[config.mk]
export PLATFORM = sky130hd
export DESIGN_NAME = mux_n_pipe
export DESIGN_NICKNAME = d
export VERILOG_FILES = /design/src/rtl/mux_n_pipe.sv
export SDC_FILE = /design/constraint.sdc
export NUM_CORES = 1
export LEC_CHECK = 0
export BUFFER_PORTS_ARGS = -buffer_cell sky130_fd_sc_hd__buf_4
export CORE_MARGIN = 1
export CORE_UTILIZATION = 27
export CTS_CLUSTER_SIZE = 12
export DETAILED_ROUTE_END_ITERATION = 7
export GPL_TIMING_DRIVEN = 0
export PLACE_DENSITY = 0.62
export SLEW_MARGIN = 20
export SYNTH_ARGS = -nofsm -noshare
export SYNTH_HDL_FRONTEND = slang
export SYNTH_SLANG_ARGS = --single-unit
[constraint.sdc]
create_clock -name clk -period 1.7 [get_ports clk]
set_input_delay 0.085 -clock clk [delete_from_list [all_inputs] [get_ports clk]]
set_output_delay 0.085 -clock clk [all_outputs]
set_load 0.05 [all_outputs]
[src/rtl/mux_n_pipe.sv]
// mux_n_pipe: N-input, WIDTH-bit registered selector with a valid/ready
// handshake, a 2-entry (main + skid) buffer, synchronous flush and an
// out-of-range select flag.
//
// Ports:
//   clk      clock, all state updates on the rising edge
//   rst      synchronous reset, active-high
//   iC       flattened channels, channel k = iC[k*WIDTH +: WIDTH]
//   iSel     channel select, sampled with the beat
//   iValid   upstream beat present
//   oReady   block can accept a beat this cycle (depends on state only)
//   iFlush   discard all buffered beats
//   oZ       selected data of the head beat
//   oSelErr  head beat had iSel >= N (its data is forced to zero)
//   oValid   oZ/oSelErr hold a valid beat
//   iReady   downstream accepts the head beat
module mux_n_pipe #(
  parameter int WIDTH = 32,
  parameter int N     = 4,
  parameter int SEL_W = 2
) (
  input  logic               clk,
  input  logic               rst,
  input  logic [N*WIDTH-1:0] iC,
  input  logic [SEL_W-1:0]   iSel,
  input  logic               iValid,
  output logic               oReady,
  input  logic               iFlush,
  output logic [WIDTH-1:0]   oZ,
  output logic               oSelErr,
  output logic               oValid,
  input  logic               iReady
);

  // One extra bit so the bound still fits when N == 2**SEL_W.
  localparam logic [SEL_W:0] NUM_CH = (SEL_W + 1)'(N);

  logic [WIDTH-1:0] main_z;
  logic             main_err;
  logic             main_v;
  logic [WIDTH-1:0] skid_z;
  logic             skid_err;
  logic             skid_v;

  logic [WIDTH-1:0] sel_z;
  logic             sel_err;
  logic             accept;
  logic             consume;
  logic             main_free;

  always_comb begin
    sel_err = ({1'b0, iSel} >= NUM_CH);
    sel_z   = '0;
    for (int unsigned k = 0; k < N; k++) begin
      if (iSel == SEL_W'(k)) begin
        sel_z = iC[k*WIDTH +: WIDTH];
      end
    end
    if (sel_err) begin
      sel_z = '0;
    end
  end

  assign oReady    = !rst && !skid_v;
  assign accept    = iValid && oReady;
  assign consume   = main_v && iReady;
  assign main_free = !main_v || consume;

  always_ff @(posedge clk) begin
    if (rst) begin
      main_z   <= '0;
      main_err <= 1'b0;
      main_v   <= 1'b0;
      skid_z   <= '0;
      skid_err <= 1'b0;
      skid_v   <= 1'b0;
    end else if (iFlush) begin
      main_z   <= '0;
      main_err <= 1'b0;
      main_v   <= 1'b0;
      skid_v   <= 1'b0;
    end else if (main_free) begin
      // A full skid means oReady was low, so nothing can be accepted here.
      if (skid_v) begin
        main_z   <= skid_z;
        main_err <= skid_err;
        main_v   <= 1'b1;
        skid_v   <= 1'b0;
      end else if (accept) begin
        main_z   <= sel_z;
        main_err <= sel_err;
        main_v   <= 1'b1;
      end else begin
        main_v   <= 1'b0;
      end
    end else if (accept) begin
      // Head is stalled: park the new beat so oZ/oSelErr stay stable.
      skid_z   <= sel_z;
      skid_err <= sel_err;
      skid_v   <= 1'b1;
    end
  end

  assign oZ      = main_z;
  assign oSelErr = main_err;
  assign oValid  = main_v;

endmodule

Word-level counts from Yosys, hierarchy flattened
Index checks and enable logic that the tools add are counted.
- input bits: 135
- output and inout port bits: 35
- flip-flop bits (word level): 67
- bitwise logic cells: 2
- muxes and demuxes: 10
- equal/unequal tests: 3
- reductions and logical operators: 13
- operators with widths (kind ; count):
    $mux 32 ; 6
    $eq 2x2->1 const B ; 2
    $mux 1 ; 4
    $logic_and 1x1->1 ; 3
    $logic_not 1->1 ; 3
    $reduce_and 3->1 ; 1
    $reduce_or 3->1 ; 1
    $eq 2x1->1 const B ; 1
    $logic_not 2->1 ; 1
    $not 1->1 ; 2
    $reduce_and 2->1 ; 1
    $reduce_bool 2->1 ; 1
    $reduce_or 2->1 ; 1
    $logic_or 1x1->1 ; 1

Depth between registers and ports, before layout
- depth after elaboration: 7
- gate-level depth with buffers: 6
- mapped depth without buffers: 4

Worst setup path after synthesis
No wires, ideal clock.
- path kind: register to register
- start: reg main_v (netlist: oValid)
- end: reg main_z[4] (netlist: oZ[4])
- setup time: 0.086 ns
- stages on the path, launching flop included: 6
- setup slack: 0.184 ns
- arrival time: 1.430 ns
- clock period less this slack: 1.516 ns
- required time: 1.614 ns
- cells stage by stage: dfxtp_1 nand2b_1 o21a_1 buf_4 clkbuf_1 a211oi_1
- cells in the longest elaborated chain, start to end: 3
- elaborated cells on any way between the ends: 4
- RTL lines (element ; line ; source):
    start: declaration ; 40 ; logic main_v;
    start signal: assignment ; 73 ; main_v <= 1'b0;
    start signal: assignment ; 80 ; main_v <= 1'b0;
    start signal: assignment ; 87 ; main_v <= 1'b1;
    $logic_not 1->1 or $logic_and 1x1->1 (tied branches) ; 67, 66 ;
    $logic_or 1x1->1 (*) ; 67 ; assign main_free = !main_v || consume;
    $reduce_and 2->1 (no line) (*) ; n/a ;
    end signal: assignment ; 85 ; main_z <= skid_z;
    end signal: assignment ; 90 ; main_z <= sel_z;
    end: declaration ; 38 ; logic [WIDTH-1:0] main_z;
Every way passes the cells marked *; elsewhere a longest branch is shown, timed or not.
A chain may end at the register's enable or synchronous reset.

Worst setup path in the final report
- start: reg skid_v
- end: reg main_z[25] (netlist: oZ[25])
- cells in the longest elaborated chain, start to end: 5
- elaborated cells on any way between the ends: 6
- RTL lines (element ; line ; source):
    start: declaration ; 43 ; logic skid_v;
    start signal: assignment ; 76 ; skid_v <= 1'b0;
    start signal: assignment ; 81 ; skid_v <= 1'b0;
    start signal: assignment ; 88 ; skid_v <= 1'b0;
    $logic_not 1->1 ; 64 ; assign oReady = !rst && !skid_v;
    $logic_and 1x1->1 ; 64 ;
    $logic_and 1x1->1 ; 65 ; assign accept = iValid && oReady;
    $reduce_bool 2->1 (no line) ; n/a ;
    $reduce_and 2->1 (no line) ; n/a ;
Parallel ways exist; a longest one is shown, timed or not.

==> impl_metrics.yaml <==
outcome:
  outcome: "finished, violations left"
  violations: "DRC"
final_layout:
  fin_util_pct: 42.7
  final_cells: 593
  diodes: 0
  syn2layout_area_growth_pct: 51.4
  nets: 581
  final_area_mm2: 0.00497
  drive_above_1_share_pct: 52.4
timing:
  setup_ws_ps: 150
  whs_ps: 64.0
  rsz0062_at_grt: "no"
  relSlewSlack_pct: 62.2
  fmax_mhz: 645
  skew_ps: 4.16
  fin_crit_sh_pct: 91.2
  period_needed_ps: 1550
  tns_ps: 0
  slew_viol_final: 0
  report.final.hold_viol_count: 0
  tightest_slew_ps: 567
  setup_violations: 0
synthesis:
  synthXorXnorAreaFrac_pct: 0
  async_flop_share_pct: 0
  yosys_warnings: 0
  synth_top_family_by_area: "multiplexers"
  synth_cell_types: 21
  synth.cell_area_mm2: 0.00329
  syn_avg_cell_area_um2: 12.3
  synth_nets: 403
  synth_edf_count: 0
  synth_compound_area_share_pct: 16.2
  yosysSeqAreaShare_pct: 40.2
  synth-seq-cells: 66
  dominantRegCellSynth: "dfxtp_1"
  synthAdderAreaFrac_pct: 0
  muxShareOfSynthArea_pct: 31.9
  synth_simple_gate_area_share_pct: 5.37
  netlist_instances: 268
routing:
  wl_mm: 9.75
  routedWlPerCell_um: 16.4
  drcViolationCount: 11
  num_vias: 2945
  postRouteAntennaNets: 0
  drt_first_pass_iters: 6
  drt-initial-drc-count: 106
  avgViaCountPerCell: 4.97
placed_design:
  io_buffers: 167
  dp_hpwl_mm: 7.52
  place_ws_ps: 111
  placedCellCount: 578
  postPlaceCellArea_mm2: 0.00472
  gp_congestion: 0.692
pwr:
  p_total_mw: 4.01
  ir_drop_v: 0.000429
  power_density_mw_per_mm2: 806
  p_leak_nw: 2.08
run:
  drv_cap: 0
setup_path:
  endpoint_kind: "register"
  crit_required_ps: 1870
  critPathArrivalTime_ps: 1720
  cp_max_fo: 10
  worst-setup-path-type: "reg2reg"
  start_kind: "register"
clocking:
  clkTransAtPathRegs_ps: 50
  cts_sinks: 66
  postCtsSetupRepairBufs: 0
  numCtsBuffers: 9
  cts_root_buf: "clkbuf_16"
  insertion_delay_ps: 320
  cts_max_level: 3
  hold_buffers: 0
  cts.repair.resized: 0
  cts_tree: "done"
  cts_buffer_depth: 2
floorplanning:
  rows: 39
  die_width_um: 112
  core_area_mm2: 0.0117
  io_pins: 170
  initial_utilization_pct: 28.2
  die_y_um: 112
  die-area_mm2: 0.0126
global_route:
  grt_pass1_wl_mm: 15.6
  grt_util_all_layers_pct: 16.1
  antenna_found_initial: 0
  grt_start_max_net_pins: 11
  grt.overflow.total: 0
  grt_pass1_vias: 3075
worst_hold_path:
  hold_class: "in2reg"
[critical path, cell delays in order, from the launching register on]
cell and delay (ps):
dfxtp_1 300, buf_4 170, o21a_1 140, buf_4 160, clkbuf_1 460, a211oi_1 160
[registers in the layout (all words and copies together), names as in the netlist]
name	flops
oValid	1
oZ	32
skid_v	1
skid_z	32
[report_power, final]
part	total [mW]	leakage, nW	internal, mW	switching, mW
registers	1.60	0.535	1.58	0.0195
clock network	1.60	0.129	0.967	0.630
logic	0.807	1.42	0.436	0.371
total	4.01	2.08	2.99	1.02
[final timing paths]
path                                 start          to  slack (ps)  depth (start not counted)
worst max-delay path                skid_v      oZ[25]         150                          5
worst min-delay path                iValid      skid_v          60                          3
worst max register to register      skid_v      oZ[25]         150                          5
worst min register to register  skid_z[11]  skid_z[11]         480                          1
[final cells by class]
type	count	area (um^2)
clock inverter	4	20.0
multi-input combinational	173	1760
tap	143	179
buffer	29	204
sequential	66	1320
fill	1104	6690
clock buffer	11	233
timing repair buffer	167	1250
[per-layer routing]
layer	track usage (%)	vias up	share of wire (%)
li1	-	1401	-
met5	0	-	0
met1	19.7	1415	42
met3	4.16	9	6.6
met4	4.27	0	1.0
met2	28.0	120	50
[Yosys cell counts, types with 2 or more instances]
master / n / area (um^2)
dfxtp_1: 66 / 1320
nor2_1: 36 / 135
a211oi_1: 32 / 240
a22o_1: 32 / 280
mux2i_1: 32 / 320
mux4_2: 30 / 676
buf_2: 13 / 65.1
buf_4: 6 / 45.0
clkbuf_1: 6 / 22.5
buf_12: 3 / 60.1
mux4_1: 2 / 52.6
[cell families after synthesis]
logic type | Yosys count
AO/OA/AOI/OAI | 66
other | 1
AND/OR/NAND/NOR | 42
flip-flops | 66
multiplexers | 64
buffers and inverters | 29
[placed cells by master, fill, tap and decap left out]
cell type	Yosys	routed
clkinv_2	0	4
nand2b_1	1	1
o21a_1	1	1
buf_4	6	173
clkbuf_1	6	8
or2_2	1	1
a22o_1	32	32
nor2_1	36	35
a21oi_1	1	1
mux4_1	2	2
nor2b_1	1	1
clkbuf_16	0	9
nand4bb_1	1	1
nor3_1	1	1
mux4_2	30	30
buf_6	1	1
nor2_2	1	2
dfxtp_1	66	66
buf_12	3	3
a211oi_1	32	32
buf_2	13	13
conb_1	1	1
mux2i_1	32	32
Power figures use the tool's default switching activity.
